File: src/rtl/note_scheduler_pkg.sv
// hdr_pkg: shared types for the note scheduler.
//   cmd_e    - command codes carried in pkt[23:16]
//   pkt_t    - decoded 24-bit packet {cmd, note, dur}
//   entry_t  - FIFO payload {note, dur}
//   state_e  - sequencer FSM states
package hdr_pkg;

  typedef enum logic [7:0] {
    CMD_NOP    = 8'h00,
    CMD_PLAY   = 8'h01,
    CMD_STOP   = 8'h02,
    CMD_CLRERR = 8'h03
  } cmd_e;

  typedef struct packed {
    logic [7:0] cmd;   // kept as raw bits so unknown codes survive decoding
    logic [7:0] note;
    logic [7:0] dur;
  } pkt_t;

  typedef struct packed {
    logic [7:0] note;
    logic [7:0] dur;
  } entry_t;

  typedef enum logic [1:0] {
    ST_IDLE,
    ST_PLAY,
    ST_GAP
  } state_e;

  localparam int ENTRY_W = $bits(entry_t);

  function automatic logic is_known_cmd(input logic [7:0] cmd);
    return cmd <= 8'(CMD_CLRERR);
  endfunction

endpackage

File: src/rtl/note_scheduler_sync_fifo.sv
// sync_fifo: single-clock FIFO with registered occupancy and a flush.
//   clk, reset     - clock, synchronous active-low reset
//   push, din      - write request/data; accepted when not full or when
//                    a pop happens in the same cycle
//   pop, dout      - read request; dout shows the head entry (first-word
//                    fall-through); pop is ignored when empty
//   flush          - discard all entries; overrides push and pop
//   full, empty    - status from the registered count
//   count          - registered occupancy
//   count_next     - occupancy after the coming edge (for registered
//                    status derived outside the FIFO)
module sync_fifo #(
  parameter int WIDTH = 16,
  parameter int DEPTH = 8
) (
  input  logic                       clk,
  input  logic                       reset,
  input  logic                       push,
  input  logic                       pop,
  input  logic                       flush,
  input  logic [WIDTH-1:0]           din,
  output logic [WIDTH-1:0]           dout,
  output logic                       full,
  output logic                       empty,
  output logic [$clog2(DEPTH):0]     count,
  output logic [$clog2(DEPTH):0]     count_next
);

  localparam int AW = $clog2(DEPTH);
  localparam int CW = AW + 1;

  logic [WIDTH-1:0] mem [DEPTH];
  logic [AW-1:0]    wr_ptr;
  logic [AW-1:0]    rd_ptr;
  logic             do_push;
  logic             do_pop;

  assign full  = (count == CW'(DEPTH));
  assign empty = (count == '0);
  assign dout  = mem[rd_ptr];

  // A full FIFO still takes a push when the head leaves in the same cycle.
  assign do_pop  = pop && !empty && !flush;
  assign do_push = push && !flush && (!full || do_pop);

  assign count_next = flush ? '0 : (count + CW'(do_push) - CW'(do_pop));

  always_ff @(posedge clk) begin
    if (!reset) begin
      wr_ptr <= '0;
      rd_ptr <= '0;
      count  <= '0;
    end else begin
      count <= count_next;
      if (flush) begin
        wr_ptr <= '0;
        rd_ptr <= '0;
      end else begin
        if (do_push) wr_ptr <= wr_ptr + AW'(1);
        if (do_pop)  rd_ptr <= rd_ptr + AW'(1);
      end
    end
  end

  // NOTE: storage is deliberately left out of reset; pointers and count
  // define which entries are valid, so stale contents are never observed.
  always_ff @(posedge clk) begin
    if (do_push) mem[wr_ptr] <= din;
  end

endmodule

File: src/rtl/note_scheduler.sv
// note_scheduler: queues PLAY packets and sequences notes to the tone
// generator, one at a time, each followed by a fixed silent gap.
//   clk, reset     - clock, synchronous active-low reset
//   pkt_valid, pkt - one-cycle packet strobe; pkt = {cmd, note, dur}
//   tone_en        - tone generator enable (high while a note plays)
//   note           - current note index; held through gap and idle
//   busy           - sequencer active or queue non-empty
//   fifo_count     - queue occupancy
//   overflow       - sticky: a PLAY was dropped on a full queue
//   bad_cmd        - sticky: an unknown command was received
// All outputs are registered.
module note_scheduler
  import hdr_pkg::*;
#(
  parameter int DEPTH       = 8,
  parameter int TICK_CYCLES = 250000,
  parameter int GAP_CYCLES  = 5000
) (
  input  logic                   clk,
  input  logic                   reset,
  input  logic                   pkt_valid,
  input  logic [23:0]            pkt,
  output logic                   tone_en,
  output logic [7:0]             note,
  output logic                   busy,
  output logic [$clog2(DEPTH):0] fifo_count,
  output logic                   overflow,
  output logic                   bad_cmd
);

  localparam int CW = $clog2(DEPTH) + 1;
  // Duration is split into a tick prescaler and an 8-bit unit counter so
  // dur=255 at any TICK_CYCLES never needs a wide product register.
  localparam int PW = (TICK_CYCLES > 1) ? $clog2(TICK_CYCLES) : 1;
  localparam int GW = (GAP_CYCLES > 1) ? $clog2(GAP_CYCLES) : 1;
  localparam logic [PW-1:0] TICK_LAST = PW'(TICK_CYCLES - 1);
  localparam logic [GW-1:0] GAP_LAST  = GW'(GAP_CYCLES - 1);

  pkt_t p;
  assign p = pkt;

  logic cmd_play, cmd_stop, cmd_clr, cmd_bad;
  assign cmd_play = pkt_valid && (p.cmd == CMD_PLAY);
  assign cmd_stop = pkt_valid && (p.cmd == CMD_STOP);
  assign cmd_clr  = pkt_valid && (p.cmd == CMD_CLRERR);
  assign cmd_bad  = pkt_valid && !is_known_cmd(p.cmd);

  state_e        state_q, state_d;
  logic [7:0]    note_q, note_d;
  logic [PW-1:0] presc_q, presc_d;
  logic [7:0]    units_q, units_d;
  logic [GW-1:0] gap_q, gap_d;
  logic          overflow_d, bad_cmd_d, busy_d;

  logic [ENTRY_W-1:0] head_bits;
  entry_t             head;
  logic               full, empty;
  logic [CW-1:0]      count_next;
  logic               pop;

  assign head = head_bits;

  // STOP wins over a same-cycle pop; the FIFO flush also blocks it.
  assign pop = (state_q == ST_IDLE) && !empty && !cmd_stop;

  sync_fifo #(
    .WIDTH (ENTRY_W),
    .DEPTH (DEPTH)
  ) u_fifo (
    .clk        (clk),
    .reset      (reset),
    .push       (cmd_play),
    .pop        (pop),
    .flush      (cmd_stop),
    .din        ({p.note, p.dur}),
    .dout       (head_bits),
    .full       (full),
    .empty      (empty),
    .count      (fifo_count),
    .count_next (count_next)
  );

  // NOTE: every variable gets a default before the case so no path leaves
  // one unassigned, which would otherwise infer a latch.
  always_comb begin
    state_d = state_q;
    note_d  = note_q;
    presc_d = presc_q;
    units_d = units_q;
    gap_d   = gap_q;

    if (cmd_stop) begin
      state_d = ST_IDLE;
      note_d  = '0;
    end else begin
      case (state_q)
        ST_IDLE: begin
          // A zero-duration entry is popped and dropped: no tone, no gap,
          // and it never reaches the note output.
          if (pop && (head.dur != '0)) begin
            state_d = ST_PLAY;
            note_d  = head.note;
            presc_d = '0;
            units_d = head.dur;
          end
        end
        ST_PLAY: begin
          if (presc_q == TICK_LAST) begin
            presc_d = '0;
            units_d = units_q - 8'd1;
            if (units_q == 8'd1) begin
              state_d = ST_GAP;
              gap_d   = '0;
            end
          end else begin
            presc_d = presc_q + PW'(1);
          end
        end
        ST_GAP: begin
          if (gap_q == GAP_LAST) state_d = ST_IDLE;
          else                   gap_d   = gap_q + GW'(1);
        end
        default: state_d = ST_IDLE;
      endcase
    end

    // Setting an error takes priority over a same-cycle clear.
    overflow_d = overflow;
    if (cmd_clr) overflow_d = 1'b0;
    if (cmd_play && full && !pop) overflow_d = 1'b1;

    bad_cmd_d = bad_cmd;
    if (cmd_clr) bad_cmd_d = 1'b0;
    if (cmd_bad) bad_cmd_d = 1'b1;

    busy_d = (state_d != ST_IDLE) || (count_next != '0);
  end

  always_ff @(posedge clk) begin
    if (!reset) begin
      state_q  <= ST_IDLE;
      note_q   <= '0;
      presc_q  <= '0;
      units_q  <= '0;
      gap_q    <= '0;
      tone_en  <= 1'b0;
      busy     <= 1'b0;
      overflow <= 1'b0;
      bad_cmd  <= 1'b0;
    end else begin
      state_q  <= state_d;
      note_q   <= note_d;
      presc_q  <= presc_d;
      units_q  <= units_d;
      gap_q    <= gap_d;
      tone_en  <= (state_d == ST_PLAY);
      busy     <= busy_d;
      overflow <= overflow_d;
      bad_cmd  <= bad_cmd_d;
    end
  end

  assign note = note_q;

endmodule

File: config.mk
export PLATFORM = sky130hd
export DESIGN_NAME = note_scheduler
export DESIGN_NICKNAME = d
export VERILOG_FILES = /design/src/rtl/note_scheduler_pkg.sv /design/src/rtl/note_scheduler_sync_fifo.sv /design/src/rtl/note_scheduler.sv
export SDC_FILE = /design/constraint.sdc
export NUM_CORES = 1
export LEC_CHECK = 0
export CORE_MARGIN = 2
export CORE_UTILIZATION = 45
export CTS_CLUSTER_DIAMETER = 40
export CTS_CLUSTER_SIZE = 16
export DETAILED_ROUTE_END_ITERATION = 10
export PLACE_DENSITY = 0.65
export SLEW_MARGIN = 20
export SYNTH_ARGS = -nofsm -noshare
export SYNTH_HDL_FRONTEND = slang
export SYNTH_SLANG_ARGS = --single-unit
File: constraint.sdc
create_clock -name clk -period 3.78 [get_ports clk]
set_input_delay 0.756 -clock clk [delete_from_list [all_inputs] [get_ports clk]]
set_output_delay 0.756 -clock clk [all_outputs]
set_load 0.01 [all_outputs]
==> results of run 1 <==
## state kept, by name, summed over array words and instances, names as in the netlist, named ones only
register	count
bad_cmd	1
tone_en	1
u_fifo.mem	128
note	8
gap_q	13
overflow	1
units_q	8
busy	1
state_q	2
u_fifo.count	4
u_fifo.wr_ptr	3
u_fifo.rd_ptr	3
presc_q	18
## layer usage
metal / global-route usage (%) / up-vias / share of wire, %
met2: 29.6 / 94 / 50
met4: 7.20 / 0 / 1.7
met3: 3.84 / 21 / 3.6
met1: 22.7 / 2417 / 45
li1: - / 2303 / -
met5: 0 / - / 0
## critical path, stage by stage, from the launching register on
cell and delay [ns]:
sky130_fd_sc_hd__dfxtp_2 0.73, sky130_fd_sc_hd__mux4_2 0.59, sky130_fd_sc_hd__mux2_4 0.31, sky130_fd_sc_hd__nor4_4 0.29
sky130_fd_sc_hd__a21oi_2 0.11, sky130_fd_sc_hd__o21ai_1 0.73, sky130_fd_sc_hd__o21ai_0 0.23, sky130_fd_sc_hd__a21oi_1 0.18
## placed cells by master (no fill, tap or decap), types with 3 or more instances in the layout
cell / n
sky130_fd_sc_hd__a22oi_1: 3
sky130_fd_sc_hd__clkdlybuf4s50_1: 42
sky130_fd_sc_hd__xnor2_1: 4
sky130_fd_sc_hd__clkbuf_16: 17
sky130_fd_sc_hd__nor3_1: 6
sky130_fd_sc_hd__buf_4: 26
sky130_fd_sc_hd__o21ai_0: 19
sky130_fd_sc_hd__nand2b_1: 5
sky130_fd_sc_hd__inv_6: 4
sky130_fd_sc_hd__dfxtp_1: 65
sky130_fd_sc_hd__xor2_1: 22
sky130_fd_sc_hd__and2_1: 4
sky130_fd_sc_hd__edfxtp_1: 128
sky130_fd_sc_hd__nand3_1: 13
sky130_fd_sc_hd__nand4_1: 10
sky130_fd_sc_hd__mux2i_1: 17
sky130_fd_sc_hd__o22ai_1: 3
sky130_fd_sc_hd__a211oi_1: 9
sky130_fd_sc_hd__mux2_2: 4
sky130_fd_sc_hd__or3_1: 8
sky130_fd_sc_hd__nor2b_1: 4
sky130_fd_sc_hd__and3_1: 8
sky130_fd_sc_hd__nor2_1: 68
sky130_fd_sc_hd__mux4_2: 32
sky130_fd_sc_hd__nand2_1: 40
sky130_fd_sc_hd__inv_1: 8
sky130_fd_sc_hd__ha_1: 11
sky130_fd_sc_hd__a21oi_1: 12
sky130_fd_sc_hd__o211ai_1: 7
sky130_fd_sc_hd__nor4bb_1: 3
## logic make-up (layout without fill, tap and decap cells)
family,Yosys count,in the layout,synth area share [%]
compound gates,72,72,6.24
flops,194,194,63.9
mux,54,54,11.8
xor+xnor,26,26,2.82
simple gates,184,184,11.1
buf+inv,34,109,2.14
fa+ha+maj,12,12,1.95
## worst paths after layout
| kind | from | slack (ns) | cells after the start | end |
|---|---|---|---|---|
| worst max-delay path | register | 0.53 | 7 | presc_q[13]$_SDFFE_PN0P_ |
| worst min-delay path | presc_q[15]$_SDFFE_PN0P_ | 0.50 | 2 | presc_q[15]$_SDFFE_PN0P_ |
| worst max register to register | register | 0.53 | 7 | presc_q[13]$_SDFFE_PN0P_ |
| worst min register to register | presc_q[15]$_SDFFE_PN0P_ | 0.50 | 2 | presc_q[15]$_SDFFE_PN0P_ |
## power groups by stage
stage / Combinational, W / Clock [W] / Sequential, W
floorplan: 0.00118 / 0 / 0.00253
global placement: 0.00147 / 0 / 0.00261
detailed placement: 0.00151 / 0 / 0.00262
CTS: 0.00151 / 0.00173 / 0.00257
global route: 0.00167 / 0.00181 / 0.00259
finish: 0.00150 / 0.00170 / 0.00257
## cells in the mapped netlist, types with 3 or more instances
cell type                    n  area (sq um)
sky130_fd_sc_hd__inv_1       8          30.0
sky130_fd_sc_hd__o21ai_0    19          95.1
sky130_fd_sc_hd__mux2_2      4          45.0
sky130_fd_sc_hd__nor2b_1     4          25.0
sky130_fd_sc_hd__a211oi_1    9          67.6
sky130_fd_sc_hd__and3_1      8          50.1
sky130_fd_sc_hd__ha_1       11           138
sky130_fd_sc_hd__nor4bb_1    3          30.0
sky130_fd_sc_hd__dfxtp_1    66          1320
sky130_fd_sc_hd__o211ai_1    7          52.6
sky130_fd_sc_hd__edfxtp_1  128          3840
sky130_fd_sc_hd__nand4_1    10          62.6
sky130_fd_sc_hd__nor2_1     68           255
sky130_fd_sc_hd__o22ai_1     3          18.8
sky130_fd_sc_hd__nand2b_1    5          31.3
sky130_fd_sc_hd__buf_4       3          22.5
sky130_fd_sc_hd__and2_1      4          25.0
sky130_fd_sc_hd__nand2_1    40           150
sky130_fd_sc_hd__xnor2_1     4          35.0
sky130_fd_sc_hd__mux4_2     32           721
sky130_fd_sc_hd__a21oi_1    12          60.1
sky130_fd_sc_hd__xor2_1     22           193
sky130_fd_sc_hd__a22oi_1     3          22.5
sky130_fd_sc_hd__buf_1       4          15.0
sky130_fd_sc_hd__clkbuf_1   10          37.5
sky130_fd_sc_hd__nor3_1      8          40.0
sky130_fd_sc_hd__mux2i_1    17           170
sky130_fd_sc_hd__or3_1       8          50.1
sky130_fd_sc_hd__buf_2       6          30.0
sky130_fd_sc_hd__nand3_1    13          65.1
## stage by stage
stage | cells | total power [W] | area (sq um)
after floorplan | 576 | 0.00371 | 8080
final | 876 | 0.00577 | 9430
after detailed placement | 844 | 0.00412 | 8860
after global placement | 844 | 0.00408 | 8860
after CTS | 876 | 0.00582 | 9430
after global routing | 876 | 0.00607 | 9430
## area by class of cell
class,instances,area share (%)
flip-flops and latches,194,54.8
well taps,225,2.99
inverters,8,0.319
repair buffers,69,6.74
clock inverters,13,1.29
clock buffers,19,4.70
multi-input cells,348,29.2
==> results, run 1 <==
- Power spread over the standard cell area amounts to 612 mW/mm^2.
- By startpoint and endpoint, the worst setup path is classified as reg -> reg.
- Clock-pin slew was measured on the worst setup and hold paths at 0.07 ns.
- The setup clock skew after layout is 0.00982 ns.
- The synthesized netlist occupies a cell area of 0.00808 sq mm.
- The pin count of the biggest net entering global routing is 29.
- Global routing used 17.8% of the available tracks.
- The kind of path behind the tightest hold check is reg -> reg.
- For this design the total switching power over the nets is 0.00180 W.
- Setup repair after global routing left no endpoint under its margin.
- The clock latency on the worst-skew pair is 0.43 ns.
- Counting distinct cell types in the post-synthesis netlist gives 58.
- After detailed routing, the average wire length per cell comes to 18.0 um.
- The total clock sinks is 194.
- STA classifies the critical path endpoint as a register.
- 43 I/O pins were placed.
- After floorplanning, the core was divided into 48 placement rows.
- The portion of total power attributed to sequential cells is 44.5%.
- The post-route setup TNS is 0 ns.
- The sequential cells in the finished layout cover a total of 0.00517 sq mm.
- The final critical-path setup slack is 0.534 ns.
- The overall overflow remaining after global route is 0.
- The post-synthesis average cell area is 14.0 sq um.
- The maximum net fanout on the critical path is 17.
- The share of post-route cells with drive strength above 1 is 17.2%.
- The routed layout has 4835 vias.
- The number of nets in the synthesized netlist is 615.
- For this run, the post-layout net count is 677.
- The final-report max-slew violation count is 0.
- The clock network burns 29.5% of the power.
- For the pin with the worst max-slew slack, the measured transition is 0.929 ns.
- No sink is reached through more buffers than the 2 on the longest clock path.
- The analysis attributes to cell leakage a power of 3.13 nW.
- The number of buffers inserted during clock tree synthesis is 17.
- The final period demand of the worst path is 3.25 ns.
- The detailed router finished its first iteration with 324 violations.
- Cell internal power was estimated by the tool at 0.00397 W.
- Combinational cells account for 26.1% of the total power.
- The initial utilization of the core area, before any placement, comes to 46.4%.
- The clock root buffer is sky130_fd_sc_hd__clkbuf_16.
- The most used flip-flop cell after synthesis is sky130_fd_sc_hd__edfxtp_1.
- The fraction of registers with async set or reset after synthesis is 0%.
- The die is 138 um tall.
- VDD sags by at most 0.000355 V.
- STA puts the critical path data arrival time at 3.60 ns.
- In this run the number of H-tree levels came out at 4.
- Net switching is 31.3% of the power.
- The final hold violation count is 0.
- The number of hold buffers added after cts is 0.
- The wire length reported by the detailed router is 15800 um.
- The run finished with clean final reports.
- The count of antenna diodes in the layout is 0.
- The share of synthesized area occupied by flip-flops and latches is 63.9%.
- The startpoint type of the worst setup path is a register.
- Counting every instance in the synthesized netlist gives 576.
- In this run the remaining antenna-violating nets after routing total 0.
- Before CTS, the worst setup slack after placement is 0.276 ns.
- TritonCTS built the clock tree.
- On the final layout, the worst hold slack is 0.495 ns.
- Measured against its own limit, the worst slew margin works out to 37.7%.
- The die area is 0.0190 sq mm.
- Counting flops and latches in the post-synthesis netlist gives 194.
- The maximum frequency from static timing analysis is 308 MHz.
- For this run, the detailed router's first-pass iteration total came to 4.
- After clock tree synthesis, the repair step resized 0 gates.
- The number of buffers added on ports is 42.
- The data required time at the worst endpoint is 4.14 ns.
- After legalization and detailed placement, the total HPWL measured 10500 um.
- Max-cap violations in this run came to 0.
- The number of synthesis warnings is 0.
- The via count of the first global-routing pass came to 4855.
- In this run, synthesis inferred 128 flip-flops with an integrated enable.
- The portion of the clock cycle consumed by the worst path in the final layout is 85.9%.
- Setup violations remaining at the end of the flow were counted as 0.
- The floorplan core area is 0.0174 sq mm.
- The initial antenna violation count is 0.
- The multi-input combinational cells in the finished layout cover a total of 0.00275 sq mm.
- The number of fill cells is 1439.
- The area growth from synthesis to final layout is 16.7%.
- After detailed routing, the number of remaining DRC violations is 0.
- The number of vias per cell after detailed routing is 5.52.
- In this run the horizontal extent of the chip is 138 um.
- The final cell utilization of the core is 54.1%.
- In this run the post-CTS setup repair buffer count came out at 0.
- The wire length of the first global-routing pass is 25100 um.
- The congestion estimate from routability-driven global placement came to 0.821.
Power figures use the tool's default switching activity.
==> run 2, diff against run 1 <==
- SKIP_CTS_REPAIR_TIMING: not set -> 1
==> results of run 2 <==
Same layout as run 1: the final DEF is identical, and so are final timing and power.
